$ cat src/rtl/sample_capture_buffer_if.sv
// Bus bundle for sample_capture_buffer: sample input, capture control, readout.
// trig_falling exists only when SAMPLE_CAPTURE_SLOPE_EN is defined.
interface sample_capture_buffer_if #(
  parameter int X_WIDTH    = 8,
  parameter int ADDR_WIDTH = 4
);
  logic                         sample_valid;
  logic signed [X_WIDTH-1:0]    x;
  logic                         arm;
  logic        [ADDR_WIDTH-1:0] pretrig;
  logic signed [X_WIDTH-1:0]    trig_level;
  logic                         rd_en;
`ifdef SAMPLE_CAPTURE_SLOPE_EN
  logic                         trig_falling;
`endif
  logic        [2:0]            state;
  logic                         done;
  logic signed [X_WIDTH-1:0]    rd_data;
  logic                         rd_valid;

  modport master (
    output sample_valid, x, arm, pretrig, trig_level, rd_en,
`ifdef SAMPLE_CAPTURE_SLOPE_EN
    output trig_falling,
`endif
    input  state, done, rd_data, rd_valid
  );

  modport slave (
    input  sample_valid, x, arm, pretrig, trig_level, rd_en,
`ifdef SAMPLE_CAPTURE_SLOPE_EN
    input  trig_falling,
`endif
    output state, done, rd_data, rd_valid
  );
endinterface

$ cat src/rtl/sample_capture_buffer.sv
// Pre/post-trigger capture of a decimated sample stream into a circular buffer.
// Define SAMPLE_CAPTURE_SLOPE_EN to add a selectable falling-edge trigger.
module sample_capture_buffer #(
  parameter int X_WIDTH    = 8,
  parameter int DEPTH      = 16,
  parameter int ADDR_WIDTH = 4
) (
  input logic                    clk,
  input logic                    rst,
  sample_capture_buffer_if.slave bus
);
  localparam int CW = ADDR_WIDTH + 1;
  localparam logic [ADDR_WIDTH-1:0] LAST = ADDR_WIDTH'(DEPTH - 1);

  typedef enum logic [2:0] {
    S_IDLE    = 3'd0,
    S_PREFILL = 3'd1,
    S_WAIT    = 3'd2,
    S_POST    = 3'd3,
    S_DONE    = 3'd4
  } state_t;

  state_t                    r_state, w_state_next;
  logic signed [X_WIDTH-1:0] r_mem [DEPTH];
  logic [ADDR_WIDTH-1:0]     r_wp, r_idx, r_ta, r_pre;
  logic [CW-1:0]             r_cnt;
  logic signed [X_WIDTH-1:0] r_lvl, r_prev, r_rd_data;
  logic                      r_have_prev, r_rd_valid;

  logic signed [X_WIDTH-1:0] w_x;
  logic [ADDR_WIDTH-1:0]     w_pre_clamped, w_wp_inc, w_idx_inc, w_rd_addr;
  logic [CW-1:0]             w_cnt_inc, w_post_len;
  logic                      w_arm_ok, w_store, w_trig, w_rd;

  assign w_x           = bus.x;
  assign w_pre_clamped = (bus.pretrig > LAST) ? LAST : bus.pretrig;
  assign w_wp_inc      = (r_wp == LAST) ? '0 : r_wp + 1'b1;
  assign w_idx_inc     = (r_idx == LAST) ? '0 : r_idx + 1'b1;
  assign w_rd_addr     = (r_ta - r_pre + r_idx) & LAST;
  assign w_cnt_inc     = r_cnt + 1'b1;
  assign w_post_len    = CW'(DEPTH) - {1'b0, r_pre};
  assign w_arm_ok      = bus.arm && (r_state == S_IDLE || r_state == S_DONE);
  assign w_store       = bus.sample_valid &&
                         (r_state == S_PREFILL || r_state == S_WAIT || r_state == S_POST);
  // arm takes priority over a simultaneous read request
  assign w_rd          = bus.rd_en && !bus.arm && (r_state == S_DONE);

`ifdef SAMPLE_CAPTURE_SLOPE_EN
  logic r_fall;
  assign w_trig = r_have_prev && (r_fall ? ((r_prev > r_lvl) && (w_x <= r_lvl))
                                         : ((r_prev < r_lvl) && (w_x >= r_lvl)));
`else
  assign w_trig = r_have_prev && (r_prev < r_lvl) && (w_x >= r_lvl);
`endif

  always_comb begin
    w_state_next = r_state;
    case (r_state)
      S_IDLE, S_DONE:
        if (bus.arm) w_state_next = (w_pre_clamped == '0) ? S_WAIT : S_PREFILL;
      S_PREFILL:
        if (bus.sample_valid && w_cnt_inc == {1'b0, r_pre}) w_state_next = S_WAIT;
      S_WAIT:
        if (bus.sample_valid && w_trig)
          w_state_next = (w_post_len == CW'(1)) ? S_DONE : S_POST;
      S_POST:
        if (bus.sample_valid && w_cnt_inc == w_post_len) w_state_next = S_DONE;
      default: w_state_next = S_IDLE;
    endcase
  end

  always_ff @(posedge clk or posedge rst) begin
    if (rst) r_state <= S_IDLE;
    else     r_state <= w_state_next;
  end

  always_ff @(posedge clk) begin
    if (w_store) r_mem[r_wp] <= w_x;
  end

  always_ff @(posedge clk or posedge rst) begin
    if (rst) begin
      r_wp        <= '0;
      r_idx       <= '0;
      r_ta        <= '0;
      r_pre       <= '0;
      r_cnt       <= '0;
      r_lvl       <= '0;
      r_prev      <= '0;
      r_have_prev <= 1'b0;
      r_rd_data   <= '0;
      r_rd_valid  <= 1'b0;
`ifdef SAMPLE_CAPTURE_SLOPE_EN
      r_fall      <= 1'b0;
`endif
    end else begin
      r_rd_valid <= w_rd;
      if (w_rd) begin
        r_rd_data <= r_mem[w_rd_addr];
        r_idx     <= w_idx_inc;
      end
      if (w_arm_ok) begin
        r_wp        <= '0;
        r_cnt       <= '0;
        r_idx       <= '0;
        r_pre       <= w_pre_clamped;
        r_lvl       <= bus.trig_level;
        r_have_prev <= 1'b0;
`ifdef SAMPLE_CAPTURE_SLOPE_EN
        r_fall      <= bus.trig_falling;
`endif
      end else if (w_store) begin
        r_wp        <= w_wp_inc;
        r_prev      <= w_x;
        r_have_prev <= 1'b1;
        // in WAIT the counter restarts at the trigger, counting it as the first post sample
        if (r_state == S_WAIT) begin
          if (w_trig) begin
            r_ta  <= r_wp;
            r_cnt <= CW'(1);
          end
        end else begin
          r_cnt <= w_cnt_inc;
        end
      end
    end
  end

  assign bus.state    = r_state;
  assign bus.done     = (r_state == S_DONE);
  assign bus.rd_data  = r_rd_data;
  assign bus.rd_valid = r_rd_valid;
endmodule

$ cat src/flat_wrapper.sv
// flat-port wrapper written by rule: the top's interface ports become plain ports
module sample_capture_buffer_flat 
#(
  parameter int X_WIDTH    = 8,
  parameter int DEPTH      = 16,
  parameter int ADDR_WIDTH = 4
)
  (clk, rst, bus_sample_valid, bus_x, bus_arm, bus_pretrig, bus_trig_level, bus_rd_en, bus_state, bus_done, bus_rd_data, bus_rd_valid);
  sample_capture_buffer_if #(.X_WIDTH(X_WIDTH), .ADDR_WIDTH(ADDR_WIDTH)) bus_i ();
  input logic clk;
  input logic rst;
  input wire logic [$bits(bus_i.sample_valid)-1:0] bus_sample_valid;
  input wire logic [$bits(bus_i.x)-1:0] bus_x;
  input wire logic [$bits(bus_i.arm)-1:0] bus_arm;
  input wire logic [$bits(bus_i.pretrig)-1:0] bus_pretrig;
  input wire logic [$bits(bus_i.trig_level)-1:0] bus_trig_level;
  input wire logic [$bits(bus_i.rd_en)-1:0] bus_rd_en;
  output wire logic [$bits(bus_i.state)-1:0] bus_state;
  output wire logic [$bits(bus_i.done)-1:0] bus_done;
  output wire logic [$bits(bus_i.rd_data)-1:0] bus_rd_data;
  output wire logic [$bits(bus_i.rd_valid)-1:0] bus_rd_valid;
  assign bus_i.sample_valid = bus_sample_valid;
  assign bus_i.x = bus_x;
  assign bus_i.arm = bus_arm;
  assign bus_i.pretrig = bus_pretrig;
  assign bus_i.trig_level = bus_trig_level;
  assign bus_i.rd_en = bus_rd_en;
  assign bus_state = bus_i.state;
  assign bus_done = bus_i.done;
  assign bus_rd_data = bus_i.rd_data;
  assign bus_rd_valid = bus_i.rd_valid;
  sample_capture_buffer #(.X_WIDTH(X_WIDTH), .DEPTH(DEPTH), .ADDR_WIDTH(ADDR_WIDTH)) u_core (.clk(clk), .rst(rst), .bus(bus_i));
endmodule
$ cat config.mk
export PLATFORM = sky130hd
export DESIGN_NAME = sample_capture_buffer_flat
export DESIGN_NICKNAME = d
export VERILOG_FILES = /design/src/rtl/sample_capture_buffer_if.sv /design/src/rtl/sample_capture_buffer.sv /design/src/flat_wrapper.sv
export SDC_FILE = /design/constraint.sdc
export NUM_CORES = 1
export LEC_CHECK = 0
export ABC_AREA = 0
export CAP_MARGIN = 20
export CORE_UTILIZATION = 45
export CTS_CLUSTER_DIAMETER = 120
export DETAILED_ROUTE_END_ITERATION = 10
export GPL_TIMING_DRIVEN = 0
export HOLD_SLACK_MARGIN = 0.15
export MAX_ROUTING_LAYER = met4
export PLACE_DENSITY = 0.7
export SETUP_SLACK_MARGIN = 0.02
export SYNTH_ARGS = -nofsm -noshare
export SYNTH_HDL_FRONTEND = slang
export SYNTH_SLANG_ARGS = --single-unit
$ cat constraint.sdc
create_clock -name clk -period 6.65 [get_ports clk]
set_input_delay 1.33 -clock clk [delete_from_list [all_inputs] [get_ports clk]]
set_output_delay 1.33 -clock clk [all_outputs]
set_load 0.05 [all_outputs]
== Word-level counts from Yosys, hierarchy flattened ==
Memories as Yosys holds them, arrays and structs flattened. A register that Yosys moved wholly into a read port is not among the register bits.
Cells that the tools add are included.
Word-level totals
  memories: 1
  register bits: 42
  output and inout bits: 13
  bits in writable memories: 128
  bits of input ports: 25
  logic and storage cells: 79
Memory list
  u_core.r_mem: words 16, width 8, read ports 1, clocked after Yosys merged registers in 1, write ports 1, line sample_capture_buffer.sv:24  | logic signed [X_WIDTH-1:0] r_mem [DEPTH];
Operators by class
  reductions and logical operators: 22
  bitwise operators: 1
  eq/ne operators: 14
  multiplexer cells: 22
  add/subtract/negate cells: 6
  order comparisons: 3
Operator list (number)
  $mux 4: 7
  $mux 5: 4
  $mux 3: 5
  $pmux 3 s4: 1
  $logic_and 1x1->1: 9
  $add 4x1->4 const B: 2
  $eq 4x4->1 const B: 2
  $ge 8x8->1: 1
  $lt 8x8->1: 1
  $ne 2x2->1 const B: 4
  $reduce_and 4->1: 2
  $eq 3x2->1 const B: 2
  $add 5x1->5 const B: 1
  $eq 5x1->1 const B: 1
  $eq 5x4->1: 1
  $eq 5x5->1: 1
  $sub 5x4->5 const A: 1
  $add 4x4->4: 1
  $gt 4x4->1 const B: 1
  $logic_not 4->1: 1
  $mux 1: 4
  $reduce_and 2->1: 2
  $reduce_bool 2->1: 2
  $sub 4x4->4: 1
  other kinds (9): 11

== Longest topological paths before layout ==
Gate-level depths: netlist (run 1).
  depth in word-level cells: 7
  mapped depth: 12
  depth with buffers taken out: 11

== Worst setup path before layout (run 1) ==
No wires, ideal clock.
  path kind: input to register
  from: input port bus_sample_valid
  to: memory u_core.r_mem[7][0], enable pin
  slack: 3601 ps
  buffers on the path: 2
  data required time: 6267 ps
  stages: 4
  arrival: 2665 ps
  setup time: 383 ps
  path through: or3b_1 clkbuf_1 clkbuf_1 nor3_1
On the way
  longest elaborated chain between the ends: 3
Ends and longest elaborated chain
  start, declared: line flat_wrapper.sv:12  | input wire logic [$bits(bus_i.sample_valid)-1:0] bus_sample_valid;
  $logic_and 1x1->1: line sample_capture_buffer.sv:43  | assign w_store = bus.sample_valid &&
  $mux 1: line sample_capture_buffer.sv:78  | if (w_store) r_mem[r_wp] <= w_x;
  $mux 1 (not written as such): line sample_capture_buffer.sv:78
  end, declared: line sample_capture_buffer.sv:24
No other way between the ends.

== Final worst setup path (run 1) ==
  from: input port bus_x[2]
  to: register u_core.r_ta[2]
On the way
  longest elaborated chain between the ends: 3
Ends and longest elaborated chain
  start, declared: line flat_wrapper.sv:13  | input wire logic [$bits(bus_i.x)-1:0] bus_x;
  $ge 8x8->1: line sample_capture_buffer.sv:53  | assign w_trig = r_have_prev && (r_prev < r_lvl) && (w_x >= r_lvl);
  $logic_and 1x1->1: line sample_capture_buffer.sv:53
  $reduce_and 4->1 (no line)
  end signal, assigned: line sample_capture_buffer.sv:119  | r_ta <= r_wp;
  end, declared: line sample_capture_buffer.sv:25  | logic [ADDR_WIDTH-1:0] r_wp, r_idx, r_ta, r_pre;
No other way between the ends.
A chain may end at the register's enable or synchronous reset.

==> reports/results.ini, run 1 <==
[routing]
wl_per_cell_um = 19.9
ant_nets = 0
remaining_drc_errors = 0
avgViaCountPerCell = 5.55
drt-initial-drc-count = 365
vias = 4572
first_pass_iters = 5
wl_met1_um = 7210
wl_um = 16400
dr_wl_met2_um = 8500
met3_length_um = 563
topRoutingLayerUsed = met4

[global_route]
grt_pass1_wl_um = 25800
grt_max_degree = 43
antenna_found_initial = 0
grt_usage_pct = 20.2
overflow = 0
grt_pass1_vias = 4604

[placement]
dp_slack_ns = 2.49
hpwlAfterDp_um = 11300
gp_congestion = 0.831
port_buffers = 37

[yosys]
synth.avg_cell_area_um2 = 15.0
synth-edff-count = 128
synthTopCellsByCount = 128 x edfxtp_1, 70 x nand2_1, 50 x dfrtp_1
synth_fp_nets = 583
ys_seq_area_share_pct = 64.3
yosysMostFrequentCell = edfxtp_1
post-synth-top-area-cell = edfxtp_1
synth_area_leaders = edfxtp_1 48%, dfrtp_1 16%, mux4_2 9.1%
synth_top_flop_cell = edfxtp_1
synth_top_area_share_pct = 48.5
yosysWarnings = 0
synth.cell_area_um2 = 7930
synth_seq_cells = 178
synth_cell_types = 57
synthCells = 528
ys_async_sr_fraction_pct = 28.1

[cts]
root_buffer = clkbuf_16
post_cts_buffers = 0
ctsHoldBuffers = 0
cts_tree = yes
clk_pin_slew_ns = 0.06
htree_levels = 4
cts_buffers = 17
clock_latency_ns = 0.43
cts_max_path_buffers = 2
clock_sinks = 178
post_cts_resized = 0

[worst_hold_path]
min-delay-start = u_core.r_prev[2]
hold_class = register to register

[timing]
skew_ns = 0.0109
finalSetupViolations = 0
period_share_pct = 55.5
period_minus_slack_ns = 3.69
finalWorstSetupSlack_ns = 2.96
slew_violations = 0
setup_tns_ns = 0
timing.fmax_mhz = 271
worst_pin_slew_ns = 0.791
hold_violations = 0
rsz0062_at_grt = no
relSlewSlack_pct = 47.1

[critical_path]
crit_path_start = bus_x[2]
end_kind = register
criticalPathCategory = input pin to register
r2r-start = u_core.r_pre[1]
crit_fanout = 18
cp-start-kind = input pin
worstPathRequired_ns = 6.96
arrival_ns = 4.00

[floorplanning]
dieHeight_um = 135
die_area_um2 = 18200
start_util_pct = 46.0
ios = 38
row_count = 48
chipWidth_um = 135
coreArea_um2 = 17200

[finish]
utilization_pct = 53.3
multi_input_area_um2 = 2660
n_antenna_cell = 0
synthToLayoutAreaGrowth_pct = 16.0
drive_above_1_share_pct = 15.7
fillers = 1350
seq_area_um2 = 5090
fin_nets = 641

[run]
drv_cap = 0

[status]
status = finished clean

logic make-up (layout without fill, tap and decap cells):
| family | after synthesis | after routing | synth area share (%) |
|---|---|---|---|
| fa+ha+maj | 30 | 30 | 5.02 |
| mux | 53 | 53 | 12.1 |
| simple gates | 135 | 135 | 8.14 |
| buf+inv | 45 | 116 | 2.26 |
| flops | 178 | 178 | 64.3 |
| xor+xnor | 17 | 17 | 2.71 |
| compound gates | 70 | 70 | 5.55 |
layout by cell type (no fill, tap or decap), types with 8 or more instances in the layout:
| master | n |
|---|---|
| edfxtp_1 | 128 |
| nand2_1 | 70 |
| dfrtp_1 | 50 |
| clkdlybuf4s50_1 | 37 |
| mux4_2 | 32 |
| ha_1 | 27 |
| inv_1 | 24 |
| o21ai_1 | 22 |
| nor2_1 | 19 |
| clkbuf_16 | 18 |
| o21ai_0 | 16 |
| clkbuf_1 | 12 |
| and2_1 | 10 |
| mux2i_1 | 10 |
| buf_2 | 9 |
| mux2_2 | 8 |
final timing paths:
kind / to / slack [ns] / cells past startpoint
worst max register to register: u_core.bus.rd_data[5] / 3.17 / 8
worst min-delay path: u_core.r_prev[2] / 0.49 / 2
max in group asynchronous: u_core.r_prev[5] / 5.02 / 3
worst max-delay path: u_core.r_ta[2] / 2.96 / 8
min in group asynchronous: u_core.bus.rd_data[1] / 1.13 / 2
worst min register to register: u_core.r_prev[2] / 0.49 / 2
critical path: stages:
cell	delay [ns]
clkdlybuf4s50_1	0.97
ha_1	0.37
a211oi_1	0.19
o21ai_0	0.12
a211oi_1	0.41
nor3b_2	0.13
nand2_2	0.17
mux2_4	0.32
final cells by class:
type	instances	area share [%]
plain buffers	19	0.884
clock inverters	8	0.939
clock buffers	24	5.47
well taps	225	3.06
flip-flops and latches	178	55.4
multi-input cells	305	28.9
repair buffers	39	4.30
inverters	26	1.06
routing by layer:
metal | vias up | track usage (%)
met5 | - | -
met4 | 0 | 5.37
met3 | 13 | 4.88
met2 | 100 | 33.3
met1 | 2367 | 25.0
li1 | 2092 | -
per-stage QoR:
stage	std cells	instance area [µm²]	hold WS, ns
3_3_place_gp	790	8580	0.468
4_1_cts	824	9200	0.489
6_report	824	9200	0.490
3_5_place_dp	792	8610	0.474
5_1_grt	824	9200	0.512
2_1_floorplan	528	7930	0.447
sequential cells by signal (all words and copies together) (netlist names):
signal,count
u_core.bus.state,3
u_core.r_have_prev,1
u_core.r_mem,128
u_core.r_cnt,5
u_core.bus.rd_data,8
u_core.r_ta,4
u_core.r_pre,4
u_core.r_lvl,8
u_core.r_wp,4
u_core.r_prev,8
u_core.r_idx,4
u_core.bus.rd_valid,1
Power of run 1 is left out: the tool's default activity adds up to more than one toggle a clock period on the data nets, which glitch-free logic cannot reach.
==> run 2: changes to the inputs <==
==> constraint.sdc (replaced) <==
create_clock -name clk -period 3.9 [get_ports clk]
set_input_delay 0.78 -clock clk [delete_from_list [all_inputs] [get_ports clk]]
set_output_delay 0.78 -clock clk [all_outputs]
set_load 0.05 [all_outputs]
==> results of run 2 <==
The final DEF is identical to that of run 1. Status: finished clean.
Main changes from that run: setup slack after placement 2.49 ns -> 0.286 ns; clock-pin slew on the worst setup and hold paths 0.06 ns -> 0.07 ns; setup slack after layout 2.96 ns -> 0.425 ns; start point of the critical path bus_x[2] -> u_core.r_pre[1]; end point of the critical path u_core.r_ta[2] -> u_core.bus.rd_data[5]; register-to-register setup slack 3.17 ns -> 0.42 ns
Power of run 2 is left out for the same reason.
==> run 3: changes to the inputs <==
--- a/config.mk
+++ b/config.mk
@@ -7,13 +7,15 @@
 export LEC_CHECK = 0
 export ABC_AREA = 0
 export CAP_MARGIN = 20
-export CORE_UTILIZATION = 45
+export CELL_PAD_IN_SITES_DETAIL_PLACEMENT = 2
+export CELL_PAD_IN_SITES_GLOBAL_PLACEMENT = 2
+export CORE_UTILIZATION = 44
 export CTS_CLUSTER_DIAMETER = 120
 export DETAILED_ROUTE_END_ITERATION = 10
 export GPL_TIMING_DRIVEN = 0
 export HOLD_SLACK_MARGIN = 0.15
 export MAX_ROUTING_LAYER = met4
-export PLACE_DENSITY = 0.7
+export PLACE_DENSITY = 0.87
 export SETUP_SLACK_MARGIN = 0.02
 export SYNTH_ARGS = -nofsm -noshare
 export SYNTH_HDL_FRONTEND = slang
==> run 3 against run 2 <==
First-iteration DRC count shrank 8.2%. Final area is essentially flat. Flip-flop and latch count stayed put. Critical path type unchanged. Critical endpoint is now u_core.bus.rd_data[4]. Largest cell class unchanged.
==> reports/results.ini, run 3 (synthesis results as in run 1) <==
[critical_path]
reg2reg_slack_ns = 0.25
crit_path_start = u_core.r_pre[1]
r2r-start = u_core.r_pre[1]
crit_fanout = 10
crit_end = u_core.bus.rd_data[4]
arrival_ns = 3.94
end_kind = register
reg2regPathDepth = 7  ; -1
worstReg2RegEnd = u_core.bus.rd_data[4]
cp-start-kind = register
worstPathRequired_ns = 4.19
criticalPathCategory = register to register

[timing]
hold_violations = 0  ; unchanged
relSlewSlack_pct = 31.4  ; -16 points
skew_ns = 0.0161  ; +0.00524 ns
finalWorstSetupSlack_ns = 0.249
worst_pin_slew_ns = 1.02  ; +0.234 ns
setup_tns_ns = 0  ; unchanged
finalSetupViolations = 0  ; unchanged
timing.fmax_mhz = 274
slew_violations = 0  ; unchanged
rsz0062_at_grt = no
period_share_pct = 93.6
period_minus_slack_ns = 3.65

[floorplanning]
dieHeight_um = 136  ; +1.1%
ios = 38  ; unchanged
start_util_pct = 45.4  ; -0.63 points
row_count = 48  ; unchanged
coreArea_um2 = 17500  ; +1.4%
chipWidth_um = 136  ; +1.1%
die_area_um2 = 18600  ; +2.2%

[global_route]
grt_max_degree = 42  ; -2.3%
grt_pass1_wl_um = 36500  ; +41%
grt_pass1_vias = 5636  ; +22%
grt_usage_pct = 29.2  ; +9.0 points
overflow = 0  ; unchanged
antenna_found_initial = 0  ; unchanged

[routing]
drt-initial-drc-count = 335  ; -8.2%
wl_per_cell_um = 29.3  ; +47%
first_pass_iters = 4  ; -1
vias = 4848  ; +6.0%
ant_nets = 0  ; unchanged
remaining_drc_errors = 0  ; unchanged
avgViaCountPerCell = 5.88  ; +6.0%
wl_um = 24200  ; +47%

[placement]
dp_slack_ns = 0.0993
hpwlAfterDp_um = 15900  ; +41%
gp_congestion = 0.806  ; -3.0%
port_buffers = 37  ; unchanged

[cts]
cts_max_path_buffers = 2  ; unchanged
htree_levels = 4  ; unchanged
ctsHoldBuffers = 0  ; unchanged
cts_tree = yes
clock_sinks = 178  ; unchanged
clock_latency_ns = 0.44  ; about the same
clk_pin_slew_ns = 0.07
cts_buffers = 17  ; unchanged
post_cts_resized = 0  ; unchanged
root_buffer = clkbuf_16
post_cts_buffers = 0  ; unchanged

[finish]
synthToLayoutAreaGrowth_pct = 16.0  ; about the same
fillers = 1609  ; +19%
layout_common_cells = 128 x edfxtp_1, 70 x nand2_1, 50 x dfrtp_1, 37 x clkdlybuf4s50_1, 32 x mux4_2
fin_nets = 641  ; unchanged
final_common_cell = edfxtp_1
n_antenna_cell = 0  ; unchanged
top_register = u_core.r_mem
drive_above_1_share_pct = 15.7  ; unchanged
largest_reg_flops = 128  ; unchanged

[run]
drv_cap = 0  ; unchanged

[status]
status = finished clean

[worst_hold_path]
min_delay_path_depth = 2  ; unchanged
hold_class = register to register

## run 3: how the worst min path moves through the flow
stage | slack, ns | endpoint | start
floorplan | 0.45 | u_core.r_have_prev | u_core.r_have_prev
global placement | 0.47 | u_core.bus.rd_data[6] | u_core.bus.rd_data[6]
detailed placement | 0.48 | u_core.r_prev[2] | u_core.r_prev[2]
CTS | 0.51 | u_core.r_prev[5] | u_core.r_prev[5]
global route | 0.54 | u_core.r_prev[2] | u_core.r_prev[2]
finish | 0.50 | u_core.r_prev[5] | u_core.r_prev[5]
## run 3: area by class of cell
class	instances	area, µm²	area share (%)
buffer	19	81.3	0.884
clock buffer	18	429	4.67
clock inverter	14	164	1.78
inverter	26	97.6	1.06
multi-input combinational	305	2660	28.9
sequential	178	5090	55.4
tap	225	282	3.06
timing repair buffer	39	395	4.30
## run 3: routing by layer
| metal | global-route usage, % | share of wire (%) | up-vias |
|---|---|---|---|
| li1 | - | - | 2091 |
| met1 | 33.4 | 39 | 2599 |
| met2 | 51.2 | 55 | 125 |
| met5 | - | 0 | - |
| met4 | 10.7 | 2.1 | 0 |
| met3 | 5.07 | 3.7 | 33 |
## run 3: critical path, cell delays in order, from the launching register on
cell	delay (ns)
dfrtp_1	0.51
fa_1	0.57
fa_1	0.71
buf_1	0.61
mux4_2	0.42
mux2_2	0.29
o21ai_1	0.26
o21ai_1	0.14
## run 3: stage by stage
stage,instance area [µm²],instances,hold WS [ns],util [%]
after CTS,9200,824,0.507,52.6
after floorplan,7930,528,0.447,-
after detailed placement,8610,792,0.479,49.2
after global routing,9200,824,0.540,52.6
final,9200,824,0.498,52.6
after global placement,8580,790,0.469,49.1
Power of run 3 is left out for the same reason.
